### src/rtl/game_ctrl_pkg.sv
// game_ctrl_pkg: shared state encoding and default object indices for the frog game controller
package game_ctrl_pkg;
    typedef enum logic [2:0] {IDLE, PLAY, DIVE, HIT, WIN, GAME_OVER, PAUSED} game_state_t;
    localparam int WATERFALL = 0;
    localparam int FROG      = 1;
    localparam int LOG       = 2;
    localparam int FRENCH    = 3;
    localparam int ENDBANK   = 5;
    localparam int TANK      = 7;
endpackage

### src/rtl/game_frame_timer.sv
// game_frame_timer: loadable down-counter stepped once per frame
// Ports: clk, reset (sync active-high), sof (frame strobe), en (0 freezes count),
//        load/load_val (load wins over decrement), count (stops at 0)
module game_frame_timer #(
    parameter int W = 8
) (
    input  logic         clk,
    input  logic         reset,
    input  logic         sof,
    input  logic         en,
    input  logic         load,
    input  logic [W-1:0] load_val,
    output logic [W-1:0] count
);
    always_ff @(posedge clk)
        if (reset) count <= '0;
        else if (load) count <= load_val;
        else if (sof && en && count != '0) count <= count - 1'b1;
endmodule

### src/rtl/game_ctrl_fsm.sv
// game_ctrl_fsm: frog game controller - draw mux priority encoder, frog hit capture, per-frame game FSM and lives
// Ports: clk, reset (sync active-high), draw_req[NUM_OBJ], sof, start, pause (GAME_CTRL_PAUSE_EN only),
//        select_mux[SEL_W], draw_valid, play, dive, win, lose, game_over, lives_left[4]
// Config: defining GAME_CTRL_PAUSE_EN adds the pause input and the PAUSED state
module game_ctrl_fsm
    import game_ctrl_pkg::*;
#(
    parameter int                 NUM_OBJ     = 8,
    parameter int                 SEL_W       = $clog2(NUM_OBJ),
    parameter int                 FROG_IDX    = FROG,
    parameter logic [NUM_OBJ-1:0] WIN_MASK    = NUM_OBJ'(8'b0010_0000),
    parameter logic [NUM_OBJ-1:0] LOSE_MASK   = NUM_OBJ'(8'b0000_1101),
    parameter logic [NUM_OBJ-1:0] DIVE_MASK   = NUM_OBJ'(8'b1000_0000),
    parameter logic [NUM_OBJ-1:0] IMMUNE_MASK = NUM_OBJ'(8'b0000_0100),
    parameter int                 LIVES       = 3,
    parameter int                 DIVE_FRAMES = 120,
    parameter int                 HOLD_FRAMES = 90
) (
    input  logic               clk,
    input  logic               reset,
    input  logic [NUM_OBJ-1:0] draw_req,
    input  logic               sof,
    input  logic               start,
`ifdef GAME_CTRL_PAUSE_EN
    input  logic               pause,
`endif
    output logic [SEL_W-1:0]   select_mux,
    output logic               draw_valid,
    output logic               play,
    output logic               dive,
    output logic               win,
    output logic               lose,
    output logic               game_over,
    output logic [3:0]         lives_left
);
    localparam logic [NUM_OBJ-1:0] NOT_FROG  = ~(NUM_OBJ'(1) << FROG_IDX);
    localparam logic [NUM_OBJ-1:0] W_MASK    = WIN_MASK & NOT_FROG;
    localparam logic [NUM_OBJ-1:0] L_MASK    = LOSE_MASK & NOT_FROG;
    localparam logic [NUM_OBJ-1:0] L_MASK_DV = L_MASK & ~IMMUNE_MASK;
    localparam logic [NUM_OBJ-1:0] D_MASK    = DIVE_MASK & NOT_FROG;
    localparam int TW = $clog2((DIVE_FRAMES > HOLD_FRAMES ? DIVE_FRAMES : HOLD_FRAMES) + 1);

    game_state_t state, state_n, saved_state;
    logic hit_win, hit_lose, hit_dive, start_lat, start_any;
    logic frog_on, cap_win, cap_lose, cap_dive, res_win, res_lose, res_dive;
    logic pause_rise, dive_load, hold_load;
    logic [TW-1:0] dive_cnt, hold_cnt;

    always_comb begin
        select_mux = '0;
        for (int i = NUM_OBJ - 1; i >= 0; i--)
            if (draw_req[i]) select_mux = SEL_W'(i);
    end
    assign draw_valid = |draw_req;

    // Only PLAY/DIVE capture; hits anywhere else are simply never recorded.
    assign frog_on  = (state == PLAY || state == DIVE) && draw_req[FROG_IDX];
    assign cap_win  = frog_on && |(draw_req & W_MASK);
    assign cap_lose = frog_on && |(draw_req & (state == DIVE ? L_MASK_DV : L_MASK));
    assign cap_dive = frog_on && |(draw_req & D_MASK);
    // Resolution on sof must also see a hit landing on the sof cycle itself.
    assign res_win  = hit_win  || cap_win;
    assign res_lose = hit_lose || cap_lose;
    assign res_dive = hit_dive || cap_dive;
    assign start_any = start_lat || start;

`ifdef GAME_CTRL_PAUSE_EN
    logic pause_d;
    always_ff @(posedge clk)
        pause_d <= reset ? 1'b0 : pause;
    assign pause_rise = pause && !pause_d;
`else
    assign pause_rise = 1'b0;
`endif

    always_comb begin
        state_n   = state;
        dive_load = 1'b0;
        case (state)
            IDLE:      state_n = sof && start_any ? PLAY : IDLE;
            PLAY, DIVE: begin
                if (pause_rise) state_n = PAUSED;
                else if (sof) begin
                    if (res_win) state_n = WIN;
                    else if (res_lose) state_n = HIT;
                    else if (res_dive) begin
                        state_n   = DIVE;
                        dive_load = 1'b1;
                    end
                    else if (state == DIVE && dive_cnt <= TW'(1)) state_n = PLAY;
                end
            end
            HIT:       if (sof && hold_cnt <= TW'(1)) state_n = lives_left != 4'd0 ? PLAY : GAME_OVER;
            WIN:       if (sof && hold_cnt <= TW'(1)) state_n = IDLE;
            GAME_OVER: if (sof && start_any) state_n = IDLE;
            PAUSED:    if (pause_rise) state_n = saved_state;
            default:   state_n = IDLE;
        endcase
    end

    assign hold_load = (state_n == HIT || state_n == WIN) && state_n != state;

    game_frame_timer #(.W(TW)) u_dive_timer (
        .clk(clk), .reset(reset), .sof(sof), .en(state != PAUSED),
        .load(dive_load), .load_val(TW'(DIVE_FRAMES)), .count(dive_cnt)
    );

    game_frame_timer #(.W(TW)) u_hold_timer (
        .clk(clk), .reset(reset), .sof(sof), .en(state != PAUSED),
        .load(hold_load), .load_val(TW'(HOLD_FRAMES)), .count(hold_cnt)
    );

    always_ff @(posedge clk) begin
        if (reset) begin
            state       <= IDLE;
            saved_state <= IDLE;
            hit_win     <= 1'b0;
            hit_lose    <= 1'b0;
            hit_dive    <= 1'b0;
            start_lat   <= 1'b0;
            lives_left  <= 4'(LIVES);
            play        <= 1'b0;
            dive        <= 1'b0;
            win         <= 1'b0;
            lose        <= 1'b0;
            game_over   <= 1'b0;
        end else begin
            state     <= state_n;
            hit_win   <= !sof && res_win;
            hit_lose  <= !sof && res_lose;
            hit_dive  <= !sof && res_dive;
            start_lat <= !sof && start_any;
            if (state_n == PAUSED && state != PAUSED) saved_state <= state;
            if (state == GAME_OVER && state_n == IDLE) lives_left <= 4'(LIVES);
            else if (state_n == HIT && state != HIT && lives_left != 4'd0) lives_left <= lives_left - 4'd1;
            // Flags trail the state by one clk and are frozen while paused.
            if (state != PAUSED) begin
                play      <= state == PLAY || state == DIVE;
                dive      <= state == DIVE;
                win       <= state == WIN;
                lose      <= state == HIT || state == GAME_OVER;
                game_over <= state == GAME_OVER;
            end
        end
    end
endmodule
### config.mk
export PLATFORM = sky130hd
export DESIGN_NAME = game_ctrl_fsm
export DESIGN_NICKNAME = d
export VERILOG_FILES = /design/src/rtl/game_ctrl_pkg.sv /design/src/rtl/game_frame_timer.sv /design/src/rtl/game_ctrl_fsm.sv
export SDC_FILE = /design/constraint.sdc
export NUM_CORES = 1
export LEC_CHECK = 0
export ABC_AREA = 1
export CAP_MARGIN = 5
export CORE_MARGIN = 2
export CORE_UTILIZATION = 54
export DETAILED_ROUTE_END_ITERATION = 12
export PLACE_DENSITY = 0.75
export SKIP_CTS_REPAIR_TIMING = 1
export SLEW_MARGIN = 20
export SYNTH_ARGS = -nofsm -noshare
export SYNTH_HDL_FRONTEND = slang
export SYNTH_SLANG_ARGS = --single-unit
### constraint.sdc
create_clock -name clk -period 1.98 [get_ports clk]
set_clock_uncertainty 0.1 [all_clocks]
set_input_delay 0.297 -clock clk [delete_from_list [all_inputs] [get_ports clk]]
set_output_delay 0.297 -clock clk [all_outputs]
set_load 0.05 [all_outputs]
==> impl_results.md <==
- Fillcell total: approximately 180
- CP most frequent cell: nor2_1
- CP max FO: 5
- CP cell instances: inv_2 -> ha_4 -> o21bai_1 -> nand4_1 -> buf_4 -> nor3_2 -> nor2_1 -> nand2_2 -> nor2_1 -> nor2_1 -> a21oi_1 -> nand2_2 -> nand2_4 -> nand2_4 -> nor2_2
- Worst skew pair latency: 0.33 ns
- Buffers added on ports: 24
- DR pass1 iterations: 4
- RSZ-0062 raised after global routing: yes
- Critical path endpoint category: register
- Top post-synthesis cells by area: dfxtp_1 35%, nand2_1 12%, inv_1 7.8%
- CP Launch Type: register
- Routability cong.: ~0.96
- First-pass GRT wire length: between 6000 and 7000 µm
- Final wirelength: around 4400 µm
- Worst path max stage delay: approximately 0.34 ns
- Total vias in the final route: 1805
- I/O pin count: 25
- Failing checks: negative setup slack
- Detailed-route wire length per cell: 12.1 µm
- Die Height: approximately 60 µm
- Sequential power share: between 30% and 40%
- Max transition margin: between 60% and 70%
- Initial antenna violation count: 0
- FF+latch area: ~600 µm²
- Cell variety after synth: 32
- Gr ovfl total: 0
- Vias in the first global route: 1626
- Largest net degree at the start of global routing: 17
- Critical path class: reg2reg
- Final slew viol count: 0
- Post-detail-place hpwl: 2970 µm
- Status: finished with violations
- Area fraction of the dominant cell type after synthesis: 34.8%
- Mapped Cells: around 250
- Post-route minimum period: 1.98 ns
- Data required, critical path: 2.15 ns
- Initial core utilization: approximately 57%
- Setup violators final: 2
- Synthesized area: 0.00173 mm²
- Psw: 0.00102 W
- Hold WC Path Type: reg2reg
- PD cells: a little under 1000 mW/mm²
- Htree depth: 2
- Final setup TNS: -0.00275 ns
- Final period util: 100%
- Via density: between 4 and 5
- Register area share after synthesis: 34.8%
- Fmax: 0.504 GHz
- Hold Path Stages: 2
- Share of layout cells above drive strength 1: a little under two fifths
- Post-synth EDFFs: 0
- Buffer depth of the longest clock path: 2
- Rows: 20
- Layout Area Growth over Synthesis: 51.8%
- #FFs+latches synth: 30
- P_int: 0.00157 W
- Clock group share of total power: between 10 and 15%
- Dpl ws: -0.262 ns
- Max IR drop VDD: just over 900 µV
- Final ANT Viol Nets: 0
- Clock slew at reported path FFs: 0.09 ns
- Combinational Power Share: 52.8%
- Worst-Margin Slew: between 0.5 and 0.6 ns
- Die area: 0.00366 mm²
- Main synth FF type: dfxtp_1
- Final WS setup: -0.00225 ns
- Sw Ratio: 39.5%
- Die outline width: 60.5 µm
- Final Net Count: around 340
- Mean Syn Cell Area: 6.82 µm²
- Core area: 0.00305 mm²
- GRT Util Overall: 23.6%
- Synthesized net count: 272
- Cell taking the most area after synthesis: dfxtp_1
- N_diodes: 0
- Slowest-stage cell, CP: dfxtp_2
- Fin cells: between 300 and 400
- CTS sink count: 30
- YS warnings: 0
- Root Buffer Master: clkbuf_4
- LEAKAGE: 1.28 nW
- R2R depth: 15
- Footprint of the multi-input gates: around 0.0011 mm²
- Share of synthesized registers carrying an async set or reset: 0%
- DRC viols: 0
- DRT iter0 DRCs: 89
- Max_cap viols: 0
- Count of final hold-check violations: 0
- Critical Path AT: 2.16 ns
- CTS tree: yes
- Placed cells: 356
- Cts bufs inserted: 5
-- Yosys cell counts, types with 2 or more instances --
| library cell | number |
|---|---|
| inv_2 | 4 |
| ha_1 | 7 |
| nand3_2 | 2 |
| nand2_1 | 53 |
| dfxtp_1 | 30 |
| o21ai_0 | 5 |
| a21oi_2 | 2 |
| or2_2 | 3 |
| nand4_1 | 3 |
| nor3_2 | 2 |
| a21oi_1 | 18 |
| nor4_1 | 2 |
| nor3_1 | 7 |
| nand2_2 | 5 |
| nand3_1 | 9 |
| inv_1 | 36 |
| xnor2_1 | 2 |
| nor2_2 | 4 |
| xor2_1 | 7 |
| o211ai_1 | 2 |
| a31oi_1 | 5 |
| nor2_1 | 35 |
-- cell usage in the layout, fill, tap and decap left out, types with 4 or more instances in the layout --
cell type	count
nand2_1	46
buf_4	41
nor2_1	29
inv_1	28
dfxtp_1	20
a21oi_1	15
clkdlybuf4s50_1	14
inv_2	9
nand2_2	9
nor2_2	8
nand3_1	8
dfxtp_2	8
xor2_1	7
dlymetal6s2s_1	6
nor3_1	5
a21oi_2	5
ha_1	5
clkbuf_4	5
nand2_4	4
a31oi_1	4
-- worst max-delay path: cells and delay by family (launching register included) --
| family | cells | cell delay, ns |
|---|---|---|
| buffers and inverters | 2 | 0.18 |
| flip-flops | 1 | 0.34 |
| AO/OA/AOI/OAI | 2 | 0.29 |
| adder cells (fa/ha/maj) | 1 | 0.14 |
| AND/OR/NAND/NOR | 10 | 0.88 |
-- layer usage --
layer  wire length [µm]  GRT usage, %
met2               2140          39.8
met4                 61          10.6
met5                  0             0
met1               2030          28.3
met3                198          5.97
-- cells by family after synthesis --
kind of cell | synth area share [%]
adder cells (fa/ha/maj) | 5.08
buffers and inverters | 9.43
AO/OA/AOI/OAI | 11.7
XOR/XNOR | 4.57
flip-flops | 34.8
AND/OR/NAND/NOR | 34.4
-- registers in the layout, indices dropped and copies added (netlist names) --
register,cells
u_dive_timer.count,7
u_hold_timer.count,7
hit_win,1
lose,1
hit_dive,1
win,1
hit_lose,1
lives_left,4
play,1
start_lat,1
state,3
game_over,1
dive,1
-- power by group through the flow --
| stage | logic (W) | registers (W) | clock network, W |
|---|---|---|---|
| floorplan | 0.000724 | 0.000843 | 0 |
| global placement | 0.00113 | 0.000839 | 0 |
| detailed placement | 0.00116 | 0.000837 | 0 |
| CTS | 0.00117 | 0.000828 | 0.000370 |
| global route | 0.00152 | 0.000880 | 0.000401 |
| finish | 0.00137 | 0.000859 | 0.000365 |
-- stage by stage --
step | power, W | util (%) | cell area, µm² | hold WS [ns]
after floorplan | 0.00157 | - | 1730 | 0.336
after global routing | 0.00280 | 85.8 | 2620 | 0.401
final | 0.00259 | 85.8 | 2620 | 0.370
after CTS | 0.00237 | 77.7 | 2370 | 0.372
after detailed placement | 0.00200 | 76.0 | 2320 | 0.356
after global placement | 0.00197 | 76.0 | 2320 | 0.348
-- worst paths after layout --
kind,start,to,slack [ns]
hold / removal,play$_SDFFE_PP0P_,play$_SDFFE_PP0P_,0.37
hold reg to reg,play$_SDFFE_PP0P_,play$_SDFFE_PP0P_,0.37
setup reg to reg,u_hold_timer.count[1]$_SDFFE_PP0P_,u_hold_timer.count[0]$_SDFFE_PP0P_,-0.002
setup / recovery,u_hold_timer.count[1]$_SDFFE_PP0P_,u_hold_timer.count[0]$_SDFFE_PP0P_,-0.002
-- layout make-up --
cell class	instances	area share, %
Multi-Input combinational cell	180	43.0
Sequential cell	30	23.6
Timing Repair Buffer	66	23.1
Clock buffer	6	1.96
Inverter	41	6.16
Tap cell	44	2.10
Note: power is estimated with default switching activity, not from simulation.
